[config.mk]
export PLATFORM = sky130hd
export DESIGN_NAME = doodle_jump_fsm_flat
export DESIGN_NICKNAME = d
export VERILOG_FILES = /design/src/rtl/doodle_pkg.sv /design/src/rtl/doodle_jump_fsm_if.sv /design/src/rtl/doodle_plat_hit.sv /design/src/rtl/doodle_jump_fsm.sv /design/src/flat_wrapper.sv
export SDC_FILE = /design/constraint.sdc
export NUM_CORES = 1
export LEC_CHECK = 0
export ABC_CLOCK_PERIOD_IN_PS = 2500
export BUFFER_PORTS_ARGS = -buffer_cell sky130_fd_sc_hd__buf_4
export CORE_MARGIN = 2
export CORE_UTILIZATION = 50
export CTS_CLUSTER_SIZE = 24
export DETAILED_ROUTE_END_ITERATION = 7
export PLACE_DENSITY = 0.85
export SLEW_MARGIN = 20
export SYNTH_ARGS = -nofsm -noshare
export SYNTH_HDL_FRONTEND = slang
export SYNTH_SLANG_ARGS = --single-unit
[constraint.sdc]
create_clock -name Clk -period 2.5 [get_ports Clk]
set_input_delay 0.125 -clock Clk [delete_from_list [all_inputs] [get_ports Clk]]
set_output_delay 0.125 -clock Clk [all_outputs]
set_load 0.01 [all_outputs]
[src/rtl/doodle_pkg.sv]
// Shared types and constants for the doodle jump/fall controller: one-hot state
// encodings, default geometry and VGA-relative screen rows.
package doodle_pkg;

  typedef enum logic [3:0] {
    ST_I    = 4'b0001,
    ST_UP   = 4'b0010,
    ST_DOWN = 4'b0100,
    ST_DONE = 4'b1000
  } state_e;

  localparam int DEF_DOODLE_R = 10;
  localparam int DEF_PLAT_W   = 64;
  localparam int DEF_PLAT_T   = 10;

  localparam int H_OFFSET = 144;
  localparam int V_OFFSET = 35;
  localparam int Y_BOTTOM = V_OFFSET + 480;
  localparam int V_MIDDLE = V_OFFSET + 240;

endpackage

[src/rtl/doodle_jump_fsm_if.sv]
// Control/data bundle between the frame logic, the platform table and the
// doodle controller; master drives game inputs, slave is the controller.
interface doodle_jump_fsm_if #(
  parameter int NUM_PLAT = 12,
  parameter int XW       = 10,
  parameter int YW       = 10,
  parameter int SCORE_W  = 16
) ();

  localparam int IW = (NUM_PLAT > 1) ? $clog2(NUM_PLAT) : 1;

  logic                   Start;
  logic                   Ack;
  logic                   Tick;
  logic [YW-1:0]          jump_height;
  logic [XW-1:0]          obj_x;
  logic [YW-1:0]          obj_y;
  logic [NUM_PLAT*XW-1:0] plat_x;
  logic [NUM_PLAT*YW-1:0] plat_y;
  logic [NUM_PLAT-1:0]    plat_valid;

  logic                   q_I;
  logic                   q_Up;
  logic                   q_Down;
  logic                   q_Done;
  logic [YW-1:0]          up_count;
  logic [SCORE_W-1:0]     score;
  logic [IW-1:0]          hit_idx;
  logic                   jump_pulse;
  logic [YW-1:0]          scroll_offset;

  modport master (
    output Start, Ack, Tick, jump_height, obj_x, obj_y, plat_x, plat_y, plat_valid,
    input  q_I, q_Up, q_Down, q_Done, up_count, score, hit_idx, jump_pulse, scroll_offset
  );

  modport slave (
    input  Start, Ack, Tick, jump_height, obj_x, obj_y, plat_x, plat_y, plat_valid,
    output q_I, q_Up, q_Down, q_Done, up_count, score, hit_idx, jump_pulse, scroll_offset
  );

endinterface

[src/rtl/doodle_plat_hit.sv]
// Combinational landing test of the doodle foot point against every platform
// slot, with a lowest-index-wins priority encoder.
module doodle_plat_hit
  import doodle_pkg::*;
#(
  parameter int NUM_PLAT = 12,
  parameter int XW       = 10,
  parameter int YW       = 10,
  parameter int DOODLE_R = DEF_DOODLE_R,
  parameter int PLAT_W   = DEF_PLAT_W,
  parameter int PLAT_T   = DEF_PLAT_T,
  parameter int IW       = (NUM_PLAT > 1) ? $clog2(NUM_PLAT) : 1
) (
  input  logic [XW-1:0]          obj_x,
  input  logic [YW-1:0]          obj_y,
  input  logic [NUM_PLAT*XW-1:0] plat_x,
  input  logic [NUM_PLAT*YW-1:0] plat_y,
  input  logic [NUM_PLAT-1:0]    plat_valid,
  output logic                   hit,
  output logic [IW-1:0]          idx
);

  logic [XW:0]         fx;
  logic [YW:0]         fy;
  logic [NUM_PLAT-1:0] hit_vec;

  // Every sum is one bit wider than its operands so no bound can wrap.
  assign fx = {1'b0, obj_x} + (XW+1)'(DOODLE_R);
  assign fy = {1'b0, obj_y} + (YW+1)'(DOODLE_R);

  always_comb begin
    logic [XW:0] x_lo, x_hi;
    logic [YW:0] y_lo, y_hi;
    hit_vec = '0;
    for (int i = 0; i < NUM_PLAT; i++) begin
      x_lo = {1'b0, plat_x[i*XW +: XW]};
      x_hi = x_lo + (XW+1)'(PLAT_W);
      y_lo = {1'b0, plat_y[i*YW +: YW]};
      y_hi = y_lo + (YW+1)'(PLAT_T);
      hit_vec[i] = plat_valid[i] && (fx >= x_lo) && (fx <= x_hi) &&
                   (fy >= y_lo) && (fy <= y_hi);
    end
  end

  // Scanning from the top down leaves the lowest hitting index as the winner.
  always_comb begin
    idx = '0;
    for (int i = NUM_PLAT - 1; i >= 0; i--) begin
      if (hit_vec[i]) idx = IW'(i);
    end
  end

  assign hit = |hit_vec;

endmodule

[src/rtl/doodle_jump_fsm.sv]
// Tick-driven jump/fall controller for the doodle with runtime platform table,
// saturating score and optional scroll offset (enabled by DOODLE_SCROLL_EN).
module doodle_jump_fsm
  import doodle_pkg::*;
#(
  parameter int NUM_PLAT = 12,
  parameter int XW       = 10,
  parameter int YW       = 10,
  parameter int SCORE_W  = 16,
  parameter int DOODLE_R = DEF_DOODLE_R,
  parameter int PLAT_W   = DEF_PLAT_W,
  parameter int PLAT_T   = DEF_PLAT_T,
  parameter int Y_BOTTOM = doodle_pkg::Y_BOTTOM,
  parameter int V_MIDDLE = doodle_pkg::V_MIDDLE
) (
  input logic              Clk,
  input logic              Reset_n,
  doodle_jump_fsm_if.slave bus
);

  localparam int IW = (NUM_PLAT > 1) ? $clog2(NUM_PLAT) : 1;

  state_e             state_q, state_d;
  logic [YW-1:0]      up_count_q, up_count_d;
  logic [SCORE_W-1:0] score_q, score_d;
  logic [IW-1:0]      hit_idx_q, hit_idx_d;
  logic               jump_pulse_q, jump_pulse_d;
  logic [YW-1:0]      scroll_q, scroll_d;

  logic               plat_hit;
  logic [IW-1:0]      plat_idx;
  logic [YW:0]        fy;

  doodle_plat_hit #(
    .NUM_PLAT (NUM_PLAT),
    .XW       (XW),
    .YW       (YW),
    .DOODLE_R (DOODLE_R),
    .PLAT_W   (PLAT_W),
    .PLAT_T   (PLAT_T),
    .IW       (IW)
  ) u_plat_hit (
    .obj_x      (bus.obj_x),
    .obj_y      (bus.obj_y),
    .plat_x     (bus.plat_x),
    .plat_y     (bus.plat_y),
    .plat_valid (bus.plat_valid),
    .hit        (plat_hit),
    .idx        (plat_idx)
  );

  assign fy = {1'b0, bus.obj_y} + (YW+1)'(DOODLE_R);

  // NOTE: every _d gets a hold value first so no path leaves it unassigned (no latch).
  always_comb begin
    state_d      = state_q;
    up_count_d   = up_count_q;
    score_d      = score_q;
    hit_idx_d    = hit_idx_q;
    jump_pulse_d = 1'b0;
    scroll_d     = scroll_q;

    case (state_q)
      ST_I: begin
        up_count_d = '0;
        score_d    = '0;
        scroll_d   = '0;
        if (bus.Start) state_d = ST_UP;
      end
      ST_UP: begin
        if (bus.Tick) begin
          if (up_count_q >= bus.jump_height) begin
            state_d = ST_DOWN;
          end else begin
            up_count_d = up_count_q + 1'b1;
            if (score_q != '1) score_d = score_q + 1'b1;
          end
`ifdef DOODLE_SCROLL_EN
          if ((bus.obj_y < YW'(V_MIDDLE)) && (scroll_q != '1)) scroll_d = scroll_q + 1'b1;
`endif
        end
      end
      ST_DOWN: begin
        if (bus.Tick) begin
          if (plat_hit) begin
            state_d      = ST_UP;
            up_count_d   = '0;
            hit_idx_d    = plat_idx;
            jump_pulse_d = 1'b1;
          end else if (fy > (YW+1)'(Y_BOTTOM)) begin
            state_d = ST_DONE;
          end
        end
      end
      ST_DONE: begin
        // Clearing on the way out keeps score at 0 from the first cycle in I.
        if (bus.Ack) begin
          state_d    = ST_I;
          up_count_d = '0;
          score_d    = '0;
          scroll_d   = '0;
        end
      end
      default: state_d = ST_I;
    endcase
  end

  // NOTE: sequential state uses non-blocking assignments only.
  always_ff @(posedge Clk or negedge Reset_n) begin
    if (!Reset_n) begin
      state_q      <= ST_I;
      up_count_q   <= '0;
      score_q      <= '0;
      hit_idx_q    <= '0;
      jump_pulse_q <= 1'b0;
      scroll_q     <= '0;
    end else begin
      state_q      <= state_d;
      up_count_q   <= up_count_d;
      score_q      <= score_d;
      hit_idx_q    <= hit_idx_d;
      jump_pulse_q <= jump_pulse_d;
      scroll_q     <= scroll_d;
    end
  end

  assign bus.q_I        = state_q[0];
  assign bus.q_Up       = state_q[1];
  assign bus.q_Down     = state_q[2];
  assign bus.q_Done     = state_q[3];
  assign bus.up_count   = up_count_q;
  assign bus.score      = score_q;
  assign bus.hit_idx    = hit_idx_q;
  assign bus.jump_pulse = jump_pulse_q;
`ifdef DOODLE_SCROLL_EN
  assign bus.scroll_offset = scroll_q;
`else
  assign bus.scroll_offset = '0;
`endif

endmodule

[src/flat_wrapper.sv]
// flat-port wrapper written by rule: the top's interface ports become plain ports
module doodle_jump_fsm_flat import doodle_pkg::*;
#(
  parameter int NUM_PLAT = 12,
  parameter int XW       = 10,
  parameter int YW       = 10,
  parameter int SCORE_W  = 16,
  parameter int DOODLE_R = DEF_DOODLE_R,
  parameter int PLAT_W   = DEF_PLAT_W,
  parameter int PLAT_T   = DEF_PLAT_T,
  parameter int Y_BOTTOM = doodle_pkg::Y_BOTTOM,
  parameter int V_MIDDLE = doodle_pkg::V_MIDDLE
)
  (Clk, Reset_n, bus_Start, bus_Ack, bus_Tick, bus_jump_height, bus_obj_x, bus_obj_y, bus_plat_x, bus_plat_y, bus_plat_valid, bus_q_I, bus_q_Up, bus_q_Down, bus_q_Done, bus_up_count, bus_score, bus_hit_idx, bus_jump_pulse, bus_scroll_offset);
  doodle_jump_fsm_if #(.NUM_PLAT(NUM_PLAT), .XW(XW), .YW(YW), .SCORE_W(SCORE_W)) bus_i ();
  input logic Clk;
  input logic Reset_n;
  input wire logic [$bits(bus_i.Start)-1:0] bus_Start;
  input wire logic [$bits(bus_i.Ack)-1:0] bus_Ack;
  input wire logic [$bits(bus_i.Tick)-1:0] bus_Tick;
  input wire logic [$bits(bus_i.jump_height)-1:0] bus_jump_height;
  input wire logic [$bits(bus_i.obj_x)-1:0] bus_obj_x;
  input wire logic [$bits(bus_i.obj_y)-1:0] bus_obj_y;
  input wire logic [$bits(bus_i.plat_x)-1:0] bus_plat_x;
  input wire logic [$bits(bus_i.plat_y)-1:0] bus_plat_y;
  input wire logic [$bits(bus_i.plat_valid)-1:0] bus_plat_valid;
  output wire logic [$bits(bus_i.q_I)-1:0] bus_q_I;
  output wire logic [$bits(bus_i.q_Up)-1:0] bus_q_Up;
  output wire logic [$bits(bus_i.q_Down)-1:0] bus_q_Down;
  output wire logic [$bits(bus_i.q_Done)-1:0] bus_q_Done;
  output wire logic [$bits(bus_i.up_count)-1:0] bus_up_count;
  output wire logic [$bits(bus_i.score)-1:0] bus_score;
  output wire logic [$bits(bus_i.hit_idx)-1:0] bus_hit_idx;
  output wire logic [$bits(bus_i.jump_pulse)-1:0] bus_jump_pulse;
  output wire logic [$bits(bus_i.scroll_offset)-1:0] bus_scroll_offset;
  assign bus_i.Start = bus_Start;
  assign bus_i.Ack = bus_Ack;
  assign bus_i.Tick = bus_Tick;
  assign bus_i.jump_height = bus_jump_height;
  assign bus_i.obj_x = bus_obj_x;
  assign bus_i.obj_y = bus_obj_y;
  assign bus_i.plat_x = bus_plat_x;
  assign bus_i.plat_y = bus_plat_y;
  assign bus_i.plat_valid = bus_plat_valid;
  assign bus_q_I = bus_i.q_I;
  assign bus_q_Up = bus_i.q_Up;
  assign bus_q_Down = bus_i.q_Down;
  assign bus_q_Done = bus_i.q_Done;
  assign bus_up_count = bus_i.up_count;
  assign bus_score = bus_i.score;
  assign bus_hit_idx = bus_i.hit_idx;
  assign bus_jump_pulse = bus_i.jump_pulse;
  assign bus_scroll_offset = bus_i.scroll_offset;
  doodle_jump_fsm #(.NUM_PLAT(NUM_PLAT), .XW(XW), .YW(YW), .SCORE_W(SCORE_W), .DOODLE_R(DOODLE_R), .PLAT_W(PLAT_W), .PLAT_T(PLAT_T), .Y_BOTTOM(Y_BOTTOM), .V_MIDDLE(V_MIDDLE)) u_core (.Clk(Clk), .Reset_n(Reset_n), .bus(bus_i));
endmodule
# ---- Yosys cells after proc, flatten, opt, wreduce, memory -nomap -nowiden
# Cells that the tools add are included.
dict set report word_totals {
  inputBits 287
  wordCells 186
  reg_bits 35
}
dict set report op_classes {
  n_mux 34
  n_addsub 28
  n_eq_ne 14
  n_reduce_logical 55
  magnitude_cmp 50
}
# operator count
set op_table {}
lappend op_table {{$ge A11 B10 Y1} 24}
lappend op_table {{$le A11 B11 Y1} 24}
lappend op_table {{$add A10 B4 Y11 const B} 14}
lappend op_table {{$add A10 B7 Y11 const B} 12}
lappend op_table {{$mux W4} 19}
lappend op_table {{$mux W16} 4}
lappend op_table {{$mux W10} 5}
lappend op_table {{$logic_and A1 B1 Y1} 48}
lappend op_table {{$pmux W16 S3} 1}
lappend op_table {{$pmux W10 S4} 1}
lappend op_table {{$add A16 B1 Y16 const B} 1}
lappend op_table {{$ne A16 B16 Y1 const B} 1}
lappend op_table {{$pmux W4 S4} 1}
lappend op_table {{$reduce_and A6 Y1} 2}
lappend op_table {{$reduce_or A12 Y1} 1}
lappend op_table {{$gt A11 B10 Y1 const B} 1}
lappend op_table {{$add A10 B1 Y10 const B} 1}
lappend op_table {{$ge A10 B10 Y1} 1}
lappend op_table {{$ne A2 B2 Y1 const B} 5}
lappend op_table {{$ne A2 B1 Y1 const B} 3}
lappend op_table {{$reduce_and A5 Y1} 1}
lappend op_table {{$eq A4 B1 Y1 const B} 1}
lappend op_table {{$eq A4 B2 Y1 const B} 1}
lappend op_table {{$eq A4 B3 Y1 const B} 1}
lappend op_table {{6 further kinds} 8}

# ---- Logic depth before layout (Yosys ltp)
dict set report logic_depth {
  word_depth 18
  depth_mapped 15
  ltp_nobuf 15
}

# ---- Cells and area by module
# From an unflattened synthesis, not the netlist that was laid out.
dict set report unflattened {
  hier_cells 1970
  hier_area_um2 15471.1
}
# module cells_per_inst seq_area_each_um2 area_per_inst_um2 n_inst
set modules_own_cells {}
lappend modules_own_cells {doodle_plat_hit 1694 0.0 12894.9 1}
lappend modules_own_cells {doodle_jump_fsm 276 877.1 2576.2 1}

# ---- Worst setup path after synthesis
# OpenSTA, ideal clock, no wires.
dict set report synth_path {
  path_kind {input port to flip-flop}
  start {input port bus_obj_x[1]}
  end {register u_core.up_count_q[8], in the netlist u_core.bus.up_count[8]}
  required_time_ps 2361
  n_path_buf 0
  path_slack_ps -1650
  arrival_time_ps 4011
  setup_time_ps 139
  cell_stages 14
  cell_sequence {ha_1 > o21ai_0 > or3_1 > xnor2_1 > ha_1 > a21oi_1 > nor2b_1 > or4b_1 > o22ai_1 > nand3_1 > o32ai_2 > nor2b_2 > a41oi_4 > o22ai_1}
}
dict set report synth_via {
  elab_chain_cells 9
  elab_cells_between_ends 76
  cone_classes {add/sub (1); order compare (24); eq/ne (1); reduce/logical (50)}
}
# element line
set synth_lines {}
lappend synth_lines {{from (decl)} flat_wrapper.sv:22} ;# input wire logic [$bits(bus_i.obj_x)-1:0] bus_obj_x;
lappend synth_lines {{$add A10 B4 Y11 (*)} doodle_plat_hit.sv:28} ;# assign fx = {1'b0, obj_x} + (XW+1)'(DOODLE_R);
lappend synth_lines {{$ge A11 B10 Y1} doodle_plat_hit.sv:40} ;# hit_vec[i] = plat_valid[i] && (fx >= x_lo) && (fx <= x_hi) &&
lappend synth_lines {{$logic_and A1 B1 Y1 (3 in a row)} doodle_plat_hit.sv:40}
lappend synth_lines {{$logic_and A1 B1 Y1} doodle_plat_hit.sv:41} ;# (fy >= y_lo) && (fy <= y_hi);
lappend synth_lines {{$reduce_or A12 Y1 (*)} doodle_plat_hit.sv:53} ;# assign hit = |hit_vec;
lappend synth_lines {{$ne A2 B1 Y1 (no line) (*)} n/a}
lappend synth_lines {{$reduce_and A6 Y1 (no line) (*)} n/a}
lappend synth_lines {{to (signal assigned)} doodle_jump_fsm.sv:119} ;# up_count_q <= up_count_d;
lappend synth_lines {{to (decl)} doodle_jump_fsm.sv:24} ;# logic [YW-1:0] up_count_q, up_count_d;
# Mark *: on every way between the ends. The rest lies on a longest branch, timed or not.
# A chain may end at the register's enable or synchronous reset.

# ---- Worst setup path in the final report
dict set report layout_path {
  start {input port bus_obj_x[1]}
  end {register u_core.state_q[1]}
}
dict set report layout_via {
  elab_chain_cells 10
  elab_cells_between_ends 79
  cone_classes {add/sub (1); order compare (24); eq/ne (1); mux (3); reduce/logical (50)}
}
# element line
set layout_lines {}
lappend layout_lines {{$add A10 B4 Y11 (*)} doodle_plat_hit.sv:28}
lappend layout_lines {{$ge A11 B10 Y1} doodle_plat_hit.sv:40}
lappend layout_lines {{$logic_and A1 B1 Y1 (3 in a row)} doodle_plat_hit.sv:40}
lappend layout_lines {{$logic_and A1 B1 Y1} doodle_plat_hit.sv:41}
lappend layout_lines {{$reduce_or A12 Y1 (*)} doodle_plat_hit.sv:53}
lappend layout_lines {{$mux W4} doodle_jump_fsm.sv:85} ;# if (plat_hit) begin
lappend layout_lines {{$mux W4} doodle_jump_fsm.sv:84} ;# if (bus.Tick) begin
lappend layout_lines {{$pmux W4 S4} doodle_jump_fsm.sv:63} ;# case (state_q)
lappend layout_lines {{to (signal assigned)} doodle_jump_fsm.sv:118} ;# state_q <= state_d;
lappend layout_lines {{to (decl)} doodle_jump_fsm.sv:23} ;# state_e state_q, state_d;
# Mark *: on every way between the ends. The rest lies on a longest branch, timed or not. The select of a mux whose other input is x is not followed.

==> impl_metrics.tcl <==
set metrics [dict create \
    core_um2 29800 \
    initialDrtViolationCount 1808 \
    die_w_um 178 \
    worstPathCellList "buf_8 > ha_4 > o21ai_2 > or3_4 > xnor2_4 > buf_12 > buf_6 > ha_1 > a21o_1 > a21oi_1 > o21ai_0 > o21ai_1 > nand4_1 > a21oi_2 > nor4b_4 > buf_6 > buf_4 > and4_1 > a211oi_2" \
    rsz0062_at_grt "true" \
    start_util_pct 51.0 \
    grt_pass1_vias 19317 \
    grt_pass1_wl_mm 91.3 \
    synthCells 1965 \
    synth-seq-area-share_pct 5.77 \
    rr_worst_depth 11 \
    finalMaxSlewViolations 0 \
    yosysTopAreaCell "ha_1" \
    cp.depth 19 \
    root_buffer "clkbuf_16" \
    timing.setup.tns_ps -15310 \
    grt_max_degree 36 \
    drtAntennaViolNets 0 \
    wl_per_cell_um 19.6 \
    nets 3486 \
    gp_congestion 0.965 \
    crit_buf_inv 5 \
    stdcell_area_um2 22900 \
    peakVddDrop_mv 0.422 \
    antenna_found_initial 2 \
    hold_depth 2 \
    cp-end-kind "flop" \
    htree_levels 2 \
    first_pass_iters 8 \
    synth_seq_cells 35 \
    cp.arrival_ps 3510 \
    die_h_um 178 \
    synth.area.top_cells "ha_1 (38%), inv_1 (7.2%), xnor2_1 (6.3%)" \
    cts.clk_slew.worst_paths_ps 60 \
    critPathLaunchType "primary input" \
    worstMarginPinSlew_ps 766 \
    clock_path_buffers 2 \
    fill_cells 1923 \
    clkLatencyLatePin_ps 300 \
    syn_area_um2 15200 \
    cap_violations 0 \
    area_delta_synth_final_pct 50.5 \
    slowest_stage "or3_4" \
    grt_overflow_total 0 \
    synth_cell_types 86 \
    syn_avg_cell_area_um2 7.73 \
    cp_top_family "compound AO/OA/AOI/OAI gates" \
    cellPowerDensity_nw_per_um2 348 \
    path_class "in2reg" \
    synth_edf_count 0 \
    utilization_pct 76.7 \
    synth_top_area_share_pct 37.8 \
    cts_sinks 35 \
    synthTopCellsByCount "ha_1 (459), inv_1 (292), a21oi_1 (140), xnor2_1 (109), o21ai_0 (108)" \
    maxSlewHeadroom_pct 49.0 \
    drive_gt1_share_pct 33.9 \
    placed_area_um2 21600 \
    total_power_mw 7.95 \
    yosysWarningCount 0 \
    hold_viol 0 \
    crit_required_ps 2690 \
    synth_flop_cell "dfrtp_1" \
    dp_slack_ps -1240 \
    grt_usage_pct 35.4 \
    cp_common_cell "buf_6" \
    max_stage_delay_ps 360 \
    cts_tree "yes" \
    setup_viol 32 \
    finalWorstSetupSlack_ps -815 \
    rows 63 \
    hpwl_mm 47.3 \
    synthArstFlopShare_pct 100 \
    max_freq_mhz 302 \
    final.setup_skew_ps 18.0 \
    fin_crit_ps 3310 \
    drc 1 \
    ios 332 \
    numCtsBuffers 5 \
    run_status "complete, but fails checks" \
    drt_wl_total_mm 61.2 \
    post-route-period-util_pct 133 \
    vias_per_cell 6.10 \
    leakage_nw 12.0 \
    hp-class "in2reg" \
    crit_fanout 7 \
    num_vias 19114 \
    violations "DRC, setup timing" \
    yosysMostFrequentCell "ha_1" \
    port_buffers 321 \
    die_area_um2 31800 \
]
-- through the flow --
stage / hold WS [ps] / std cells
floorplan: -171 / 1974
global placement: 99.6 / 3084
detailed placement: 107 / 3084
CTS: 21.6 / 3121
global route: 19.3 / 3131
finish: 13.6 / 3132
-- routing by layer --
layer | track usage [%] | part of all wire, % | vias to the layer above
met4 | 19.0 | 6.2 | 2
met2 | 63.3 | 47 | 1165
met3 | 5.65 | 9.0 | 354
met5 | 0 | 0.020 | -
met1 | 40.1 | 37 | 8803
li1 | - | - | 8790
-- what timing repair did --
action / CTS / global route
setup endpoints to repair: 30 / 34
buffers inserted: 25 / 10
gates resized for setup: 70 / 79
endpoints found under the hold margin: 34 / 0
hold buffers: 1 / 0
cloned: 3 / 0
pin swaps: 50 / 42
-- flip-flops by register name, indices dropped and copies added, names as in the netlist --
| register | flops |
|---|---|
| u_core.bus.hit_idx | 4 |
| u_core.bus.score | 16 |
| u_core.state_q | 4 |
| u_core.bus.jump_pulse | 1 |
| u_core.bus.up_count | 10 |
-- layout make-up --
class | count | area [um^2] | area share, %
sequential | 35 | 878 | 3.84
clock buffer | 7 | 133 | 0.580
clock inverter | 1 | 5.00 | 0.0219
tap | 390 | 488 | 2.13
inverter | 292 | 1100 | 4.81
antenna | 1 | 2.50 | 0.0109
timing repair buffer | 774 | 6130 | 26.8
multi-input combinational | 1632 | 14100 | 61.8
-- cell families (layout without fill, tap and decap cells) --
family,after synthesis,in the layout,synth area share (%)
fa+ha+maj,459,459,37.8
compound gates,519,522,22.7
simple gates,511,511,18.2
buf+inv,310,1074,8.02
xor+xnor,125,125,7.20
mux,5,5,0.338
flops,35,35,5.77
other cells,1,11,0.0247
-- cell usage in the layout (no fill, tap or decap), drive strengths merged, types with 11 or more instances in the layout --
cell type / n
nand2b: 23
dfrtp: 34
or3: 14
a211o: 14
a21o: 45
nand2: 81
a211oi: 40
o21ai: 112
inv: 291
xnor2: 109
o31ai: 21
o21a: 23
o21bai: 11
o22ai: 17
nand4: 49
o2111ai: 13
ha: 459
xor2: 16
or4: 12
nor3: 36
nor2b: 33
a21oi: 142
nor2: 103
nand3: 79
buf: 773
nor4: 18
and3: 11
-- power breakdown --
group	switching, mW	internal [mW]	leakage, nW	total, mW
Sequential	0.132	0.659	0.467	0.791
Clock	0.280	0.370	0.0679	0.650
Combinational	3.41	3.10	11.5	6.51
-- final timing paths --
kind                                        startpoint                     end  slack, ps
worst max-delay path                      bus_obj_x[1]       u_core.state_q[1]       -810
worst min-delay path                         bus_Start       u_core.state_q[0]         10
worst max register to register  u_core.bus.up_count[0]       u_core.state_q[1]       -260
worst min register to register   u_core.bus.hit_idx[3]   u_core.bus.hit_idx[3]        530
max in group asynchronous                      Reset_n  u_core.bus.up_count[0]       1780
min in group asynchronous                      Reset_n     u_core.bus.score[5]        330
Power figures use the tool's default switching activity.
